### src/rtl/fifo.sv
// Standard synchronous fifo: 2^DEPTH_WIDTH entries, write ignored when full,
// read data registered and valid the cycle after rd_en_i && !empty_o.
module fifo #(
    parameter int DATA_WIDTH  = 8,
    parameter int DEPTH_WIDTH = 2
) (
    input  logic                  clk,
    input  logic                  rst,
    input  logic                  wr_en_i,
    input  logic [DATA_WIDTH-1:0] wr_data_i,
    output logic                  full_o,
    input  logic                  rd_en_i,
    output logic [DATA_WIDTH-1:0] rd_data_o,
    output logic                  empty_o
);

    localparam int DEPTH = 1 << DEPTH_WIDTH;

    logic [DATA_WIDTH-1:0] mem [DEPTH];
    // One extra pointer bit tells full from empty when the indices match.
    logic [DEPTH_WIDTH:0]  wr_ptr;
    logic [DEPTH_WIDTH:0]  rd_ptr;
    logic                  wr_fire;
    logic                  rd_fire;

    assign empty_o = (wr_ptr == rd_ptr);
    assign full_o  = (wr_ptr[DEPTH_WIDTH] != rd_ptr[DEPTH_WIDTH]) &&
                     (wr_ptr[DEPTH_WIDTH-1:0] == rd_ptr[DEPTH_WIDTH-1:0]);
    assign wr_fire = wr_en_i && !full_o;
    assign rd_fire = rd_en_i && !empty_o;

    always_ff @(posedge clk or posedge rst) begin
        if (rst) begin
            wr_ptr    <= '0;
            rd_ptr    <= '0;
            rd_data_o <= '0;
        end else begin
            if (wr_fire) begin
                wr_ptr <= wr_ptr + 1'b1;
            end
            if (rd_fire) begin
                rd_ptr    <= rd_ptr + 1'b1;
                rd_data_o <= mem[rd_ptr[DEPTH_WIDTH-1:0]];
            end
        end
    end

    always_ff @(posedge clk) begin
        if (wr_fire) begin
            mem[wr_ptr[DEPTH_WIDTH-1:0]] <= wr_data_i;
        end
    end

endmodule

### src/rtl/fifo_stream_wr.sv
// Valid/ready stream into a standard fifo through a 2-entry skid stage.
// Handshake: a word transfers on any edge where s_valid && s_ready; s_ready depends only on registers.
module fifo_stream_wr #(
    parameter int DATA_WIDTH         = 8,
    parameter int DEPTH_WIDTH        = 2,
    parameter int ALMOST_FULL_THRESH = 4
) (
    input  logic                   clk,
    input  logic                   rst,
    input  logic [DATA_WIDTH-1:0]  s_data,
    input  logic                   s_valid,
    output logic                   s_ready,
    input  logic                   rd_en,
    output logic [DATA_WIDTH-1:0]  dout,
    output logic                   empty,
    output logic                   almost_full,
    output logic [DEPTH_WIDTH+1:0] cnt
);

    localparam int CNT_W = DEPTH_WIDTH + 2;

    logic                  out_valid;
    logic [DATA_WIDTH-1:0] out_data;
    logic                  skid_valid;
    logic [DATA_WIDTH-1:0] skid_data;
    logic                  fifo_full;
    logic                  accept;
    logic                  drain;
    logic                  rd_fire;

    assign s_ready     = !skid_valid;
    assign accept      = s_valid && s_ready;
    assign drain       = out_valid && !fifo_full;
    assign rd_fire     = rd_en && !empty;
    assign almost_full = (cnt >= CNT_W'(ALMOST_FULL_THRESH));

    // Skid always refills the out stage before new input so order is kept.
    always_ff @(posedge clk or posedge rst) begin
        if (rst) begin
            out_valid  <= 1'b0;
            out_data   <= '0;
            skid_valid <= 1'b0;
            skid_data  <= '0;
        end else if (!out_valid || drain) begin
            if (skid_valid) begin
                out_data   <= skid_data;
                out_valid  <= 1'b1;
                skid_valid <= 1'b0;
            end else if (accept) begin
                out_data  <= s_data;
                out_valid <= 1'b1;
            end else begin
                out_valid <= 1'b0;
            end
        end else if (accept) begin
            skid_data  <= s_data;
            skid_valid <= 1'b1;
        end
    end

    always_ff @(posedge clk or posedge rst) begin
        if (rst) begin
            cnt <= '0;
        end else begin
            unique case ({accept, rd_fire})
                2'b10:   cnt <= cnt + 1'b1;
                2'b01:   cnt <= cnt - 1'b1;
                default: cnt <= cnt;
            endcase
        end
    end

    fifo #(
        .DATA_WIDTH (DATA_WIDTH),
        .DEPTH_WIDTH(DEPTH_WIDTH)
    ) fifo0 (
        .clk      (clk),
        .rst      (rst),
        .wr_en_i  (drain),
        .wr_data_i(out_data),
        .full_o   (fifo_full),
        .rd_en_i  (rd_en),
        .rd_data_o(dout),
        .empty_o  (empty)
    );

endmodule

### config.mk
export PLATFORM = sky130hd
export DESIGN_NAME = fifo_stream_wr
export DESIGN_NICKNAME = d
export VERILOG_FILES = /design/src/rtl/fifo.sv /design/src/rtl/fifo_stream_wr.sv
export SDC_FILE = /design/constraint.sdc
export NUM_CORES = 1
export LEC_CHECK = 0
export ABC_CLOCK_PERIOD_IN_PS = 8080
export CORE_ASPECT_RATIO = 0.6
export CORE_UTILIZATION = 64
export CTS_BUF_LIST = sky130_fd_sc_hd__clkbuf_4 sky130_fd_sc_hd__clkbuf_8
export DETAILED_ROUTE_END_ITERATION = 10
export GPL_ROUTABILITY_DRIVEN = 0
export PLACE_DENSITY = 0.87
export SYNTH_ARGS = -nofsm -noshare
export SYNTH_HDL_FRONTEND = slang
export SYNTH_SLANG_ARGS = --single-unit
### constraint.sdc
create_clock -name clk -period 8.08 [get_ports clk]
set_input_delay 1.616 -clock clk [delete_from_list [all_inputs] [get_ports clk]]
set_output_delay 1.616 -clock clk [all_outputs]
set_load 0.02 [all_outputs]
==> impl_metrics.csv, run 1 <==
group,metric,value,unit
status,status,"complete, no violations",
clock_tree,post_cts_buffers,0,
timing,slew_headroom,0.480,
worst_setup_path,cp-startpoint,"rd_en",
cells_and_area,nets,233,
cells_and_area,syn_to_final_growth,16.8,%
floorplanning,core_area,4280,µm²
synth,synth.area.top_cells,"edfxtp_1, dfrtp_1, mux4_2",
global_routing,first_global_vias,1658,
timing,period_needed,4.15,ns
timing,finalSetupViolations,0,
cells_and_area,antenna_cells,0,
clock_tree,cts_tree,"done",
route,ant_nets,0,
timing,clock.fmax,0.241,GHz
synth,synth_area_per_cell,16.6,µm²
global_routing,antenna_found_initial,0,
synth,synth_edf_count,32,
clock_tree,htree_levels,3,
floorplanning,start_util,0.699,
synth,ys_ff_latch,68,
worst_setup_path,cp-start-kind,"input pin",
pwr,ir_worst_vdd,0.000255,V
floorplanning,io_pins,27,
placed_design,dp_hpwl,3480,µm
synth,yosysTopAreaCellShare,0.321,
timing,final.setup.worst_slack,3.93,ns
floorplanning,die_y,54.9,µm
timing,timing.hold.ws,0.508,ns
pwr,power_switching,0.569,mW
flow_run,drv_cap,0,
placed_design,portBuffers,26,
route,wl,5520,µm
pwr,comb_power_share,0.379,
route,wl_per_cell,19.9,µm
global_routing,grt_usage,0.250,
timing,finClkSkew,0.00707,ns
worst_hold_path,min_path_type,"register to register",
worst_setup_path,reg2reg_slack,4.56,ns
worst_setup_path,reg2reg_to,"cnt[3]$_DFFE_PP0P_",
clock_tree,ctsResizeCount,0,
global_routing,grt_max_degree,37,
timing,finalSetupTns,0,ns
timing,rsz0062_at_grt,"no",
pwr,p_int,1.03,mW
cells_and_area,drive_gt1_frac,0.230,
route,via_per_inst,5.88,
timing,tightest_slew,0.780,ns
synth,synthArstFlopShare,0.529,
timing,min_period_over_period,0.514,
route,dr.first_iter.drc_count,84,
route,routed-via-count,1630,
pwr,pwr_density_cell,457,nW/µm²
worst_setup_path,required,8.30,ns
synth,ys.flop_type,"dfrtp_1",
synth,ys_warn_count,0,
clock_tree,cts_buffer_depth,2,
floorplanning,rows,18,
timing,drv_slew,0,
placed_design,pre_cts_ws,3.80,ns
clock_tree,clock_latency,0.34,ns
floorplanning,dieArea,4960,µm²
worst_setup_path,reg2reg_depth,8,
timing,hold_violations,0,
synth,syn_area,2990,µm²
synth,yosys.area.top_type,"edfxtp_1",
worst_setup_path,r2r-start,"fifo0.rd_ptr[0]$_DFFE_PP0P_",
clock_tree,cts_sinks,68,
synth,syn_nets,201,
pwr,p_seq_frac,0.433,
clock_tree,clkTransAtPathRegs,0.07,ns
route,route.detailed.drc,0,
floorplanning,die_w,90.2,µm
worst_setup_path,cp-endpoint,"cnt[3]$_DFFE_PP0P_",
global_routing,grt_pass1_wl,8360,µm
synth,ys_types,35,
synth,syn_inst,180,
worst_setup_path,end_kind,"register",
route,first_pass_iters,4,
clock_tree,ctsHoldBuffers,0,
global_routing,overflow,0,
pwr,swShare,0.357,
worst_setup_path,path_max_fanout,12,
pwr,power.clock.fraction,0.188,
pwr,leakagePower,1.40,nW
clock_tree,cts_buffers,9,
clock_tree,root_buffer,"clkbuf_8",
worst_setup_path,crit_type,"input pin to register",
worst_setup_path,cp.arrival,4.37,ns
synth,ys_seq_area_frac,0.623,
pwr,p_total,1.59,mW
-- cell usage after synthesis, types with 3 or more instances --
master    instances
o21ai_0           7
nand2_1          13
mux2i_1           9
xnor2_1           4
mux2_2            9
dfrtp_1          36
mux4_2            8
mux2_4            9
xor2_1            3
inv_1             9
buf_6             3
and3_1            5
edfxtp_1         32
ha_1              8
-- critical path, stage by stage --
cell	delay, ns
clkdlybuf4s50_1	0.46
inv_1	0.06
a31oi_4	0.40
ha_1	0.33
ha_1	0.27
a21o_1	0.22
a2111oi_0	0.54
a41oi_1	0.11
a311o_1	0.36
-- routing by layer --
layer / track usage / share of wire / wire length, µm / up-vias
met5: 0 / 0 / 0 / -
met4: 0.167 / 0.030 / 166 / 0
met3: 0.0970 / 0.067 / 372 / 19
met2: 0.397 / 0.48 / 2630 / 73
met1: 0.299 / 0.43 / 2350 / 811
li1: - / - / - / 727
-- per-stage QoR --
stage	area (µm²)	utilization	instances
5_1_grt	3490	0.816	277
2_1_floorplan	2990	-	180
3_5_place_dp	3280	0.765	261
3_3_place_gp	3280	0.765	261
6_report	3490	0.816	277
4_1_cts	3490	0.816	277
-- placed cells by master (no fill, tap or decap), types with 7 or more instances in the layout --
cell type	instances
dfrtp_1	36
edfxtp_1	32
clkdlybuf4s50_1	26
nand2_1	13
inv_1	9
mux2_4	9
mux2_2	9
mux2i_1	9
clkbuf_8	9
mux4_2	8
ha_1	8
o21ai_0	7
-- cell type report --
cell class              count  area (µm²)
multi-input cells          97        1040
clock inverters             7        91.3
clock buffers               9         124
repair buffers             27         268
inverters                   9        33.8
fillers                   215         788
flip-flops and latches     68        1860
well taps                  60        75.1
-- sequential cells by signal, indices dropped and copies added, names as in the netlist --
name and count:
fifo0.mem 32, fifo0.rd_data_o 8, out_data 8, skid_data 8, cnt 4, fifo0.rd_ptr 3
fifo0.wr_ptr 3, out_valid 1, skid_valid 1
-- cell families (layout without fill, tap and decap cells) --
logic type,count (synthesis),after routing,share of synthesized area
mux,35,35,0.170
fa+ha+maj,9,9,0.0402
xor+xnor,10,10,0.0444
buf+inv,15,52,0.0301
flops,68,68,0.623
simple gates,27,27,0.0536
compound gates,16,16,0.0393
-- worst min-delay path by stage --
stage | from | to | slack (ns) | depth (start not counted)
after global placement | fifo0.rd_data_o[2]$_DFFE_PP0P_ | fifo0.rd_data_o[2]$_DFFE_PP0P_ | 0.49 | 1
after floorplan | out_data[0]$_DFFE_PP0P_ | fifo0.mem[0][0]$_DFFE_PP_ | 0.48 | 0
after global routing | fifo0.rd_data_o[3]$_DFFE_PP0P_ | fifo0.rd_data_o[3]$_DFFE_PP0P_ | 0.53 | 1
after detailed placement | skid_data[6]$_DFFE_PP0P_ | skid_data[6]$_DFFE_PP0P_ | 0.50 | 1
final | fifo0.rd_data_o[3]$_DFFE_PP0P_ | fifo0.rd_data_o[3]$_DFFE_PP0P_ | 0.51 | 1
after CTS | fifo0.rd_data_o[3]$_DFFE_PP0P_ | fifo0.rd_data_o[3]$_DFFE_PP0P_ | 0.51 | 1
-- power by group through the flow --
stage / Clock (mW) / Combinational [mW] / Sequential (mW)
floorplan: 0 / 0.437 / 0.660
global placement: 0 / 0.558 / 0.671
detailed placement: 0 / 0.586 / 0.690
CTS: 0.303 / 0.608 / 0.689
global route: 0.314 / 0.653 / 0.706
finish: 0.300 / 0.605 / 0.690
(Power assumes the default switching activity.)
==> run 2, diff against run 1 <==
Settings changed: ABC_CLOCK_PERIOD_IN_PS 8080 to 3300, CORE_UTILIZATION 64 to 53, PLACE_DENSITY 0.87 to 0.77.
Clock period 8.08 ns to 3.3 ns, I/O delays scaled along.
==> run 2 against run 1 <==
Sequential power is 140% higher. Clock skew is 0.0014 ns lower. Largest cell class unchanged. Critical path type is now register to register. Global-route usage is 4.5 points lower.
==> impl_metrics.csv, run 2 (synthesis gave the netlist of run 1 again) <==
group,metric,value,unit
timing,tightest_slew,0.708,ns
global_routing,overflow,0,
worst_setup_path,required,3.51,ns
worst_setup_path,cp-start-kind,"register",
worst_setup_path,r2r-start,"fifo0.rd_ptr[1]$_DFFE_PP0P_",
status,status,"complete, no violations",
route,first_pass_iters,4,
cells_and_area,fin_area,3470,µm²
global_routing,first_global_vias,1661,
cells_and_area,drive_gt1_frac,0.228,
route,routed-via-count,1561,
worst_setup_path,path_max_fanout,11,
cells_and_area,antenna_cells,0,
floorplanning,io_pins,27,
cells_and_area,final_common_cell,"dfrtp_1",
route,ant_nets,0,
global_routing,grt_usage,0.206,
timing,drv_slew,0,
placed_design,dp_hpwl,3530,µm
clock_tree,ctsHoldBuffers,0,
cells_and_area,syn_to_final_growth,16.0,%
worst_hold_path,hold_end,"fifo0.rd_data_o[0]$_DFFE_PP0P_",
route,wl,5030,µm
worst_setup_path,end_kind,"register",
worst_setup_path,cp-startpoint,"fifo0.rd_ptr[1]$_DFFE_PP0P_",
cells_and_area,largest_reg_flops,32,
floorplanning,die_y,60.2,µm
timing,period_needed,2.88,ns
timing,hold_violations,0,
route,dr.first_iter.drc_count,59,
worst_hold_path,min_path_type,"register to register",
worst_hold_path,holdPathStages,1,
timing,min_period_over_period,0.872,
clock_tree,clkTransAtPathRegs,0.07,ns
placed_design,portBuffers,26,
clock_tree,ctsResizeCount,0,
clock_tree,post_cts_buffers,0,
floorplanning,core_area,5230,µm²
timing,finalSetupTns,0,ns
timing,clock.fmax,0.347,GHz
global_routing,grt_max_degree,20,
floorplanning,dieArea,5950,µm²
worst_setup_path,reg2reg_to,"cnt[3]$_DFFE_PP0P_",
flow_run,drv_cap,0,
route,wl_per_cell,17.6,µm
timing,rsz0062_at_grt,"no",
placed_design,dpl-instance-area,3300,µm²
timing,finalSetupViolations,0,
clock_tree,cts_buffer_depth,2,
clock_tree,cts_tree,"done",
pwr,leakagePower,1.39,nW
floorplanning,start_util,0.572,
global_routing,grt_pass1_wl,8550,µm
cells_and_area,layout_common_cells,"dfrtp_1, edfxtp_1, clkdlybuf4s50_1, nand2_1, clkbuf_8",
timing,finClkSkew,0.00567,ns
worst_setup_path,reg2reg_slack,0.42,ns
worst_setup_path,reg2reg_depth,8,
pwr,ir_worst_vdd,0.000483,V
route,route.detailed.drc,0,
worst_hold_path,worstHoldStart,"fifo0.rd_data_o[0]$_DFFE_PP0P_",
clock_tree,htree_levels,3,
route,via_per_inst,5.48,
timing,slew_headroom,0.527,
floorplanning,rows,20,
worst_setup_path,cp.arrival,3.09,ns
global_routing,antenna_found_initial,0,
worst_setup_path,crit_type,"register to register",
clock_tree,root_buffer,"clkbuf_8",
clock_tree,cts_sinks,68,
clock_tree,cts_buffers,9,
floorplanning,die_w,99.0,µm
pwr,pwr_density_cell,1060,nW/µm²
clock_tree,clock_latency,0.33,ns
cells_and_area,nets,235,
-- run 2: changes by cell type in the layout (fill, tap and decap cells not counted), sizes merged --
cell    change
clkinv      -1
buf         +2
bufinv      -2
clkbuf      +3
-- run 2: per-layer routing --
layer,global-route usage,routed length (µm),up-vias
li1,-,-,729
met1,0.268,2460,788
met2,0.326,2330,40
met3,0.0667,188,4
met4,0.0832,44,0
met5,0,0,-
-- run 2: cell type report --
class | count | area [µm²]
Clock buffer | 12 | 153
Clock inverter | 4 | 16.3
Fill cell | 345 | 1760
Inverter | 9 | 33.8
Multi-Input combinational cell | 97 | 1040
Sequential cell | 68 | 1860
Tap cell | 66 | 82.6
Timing Repair Buffer | 29 | 283
-- run 2: worst max-delay path by stage --
| stage | endpoint | slack, ns |
|---|---|---|
| finish | cnt[3]$_DFFE_PP0P_ | 0.42 |
| global route | cnt[3]$_DFFE_PP0P_ | 0.22 |
| CTS | cnt[3]$_DFFE_PP0P_ | 0.38 |
| detailed placement | cnt[3]$_DFFE_PP0P_ | 0.22 |
| global placement | cnt[3]$_DFFE_PP0P_ | 0.35 |
| floorplan | cnt[3]$_DFFE_PP0P_ | 0.66 |
-- run 2: stage by stage --
| stage | utilization | std cells | setup WS [ns] | power (mW) | hold WS [ns] |
|---|---|---|---|---|---|
| floorplan | - | 180 | 0.658 | 2.68 | 0.476 |
| global placement | 0.631 | 269 | 0.354 | 3.04 | 0.493 |
| detailed placement | 0.631 | 269 | 0.217 | 3.14 | 0.496 |
| CTS | 0.663 | 285 | 0.380 | 3.73 | 0.510 |
| global route | 0.663 | 285 | 0.216 | 3.93 | 0.519 |
| finish | 0.663 | 285 | 0.421 | 3.69 | 0.506 |
-- run 2: where the power goes --
| group | switching [mW] | internal (mW) |
|---|---|---|
| logic | 0.710 | 0.770 |
| registers | 0.298 | 1.33 |
| clock network | 0.280 | 0.301 |
-- run 2: critical path: stages (launching register included) --
cell and delay [ns]:
dfrtp_1 0.60, xnor2_4 0.36, a31oi_4 0.14, ha_1 0.29, ha_1 0.29, a21o_1 0.21, a2111oi_0 0.44, a41oi_1 0.09
a311o_1 0.34
==> run 3, diff against run 2 <==
Settings changed: CTS_CLUSTER_DIAMETER set to 120, CTS_CLUSTER_SIZE set to 14.
==> results of run 3 <==
No change in the layout: final DEF, timing and power equal those of run 2.
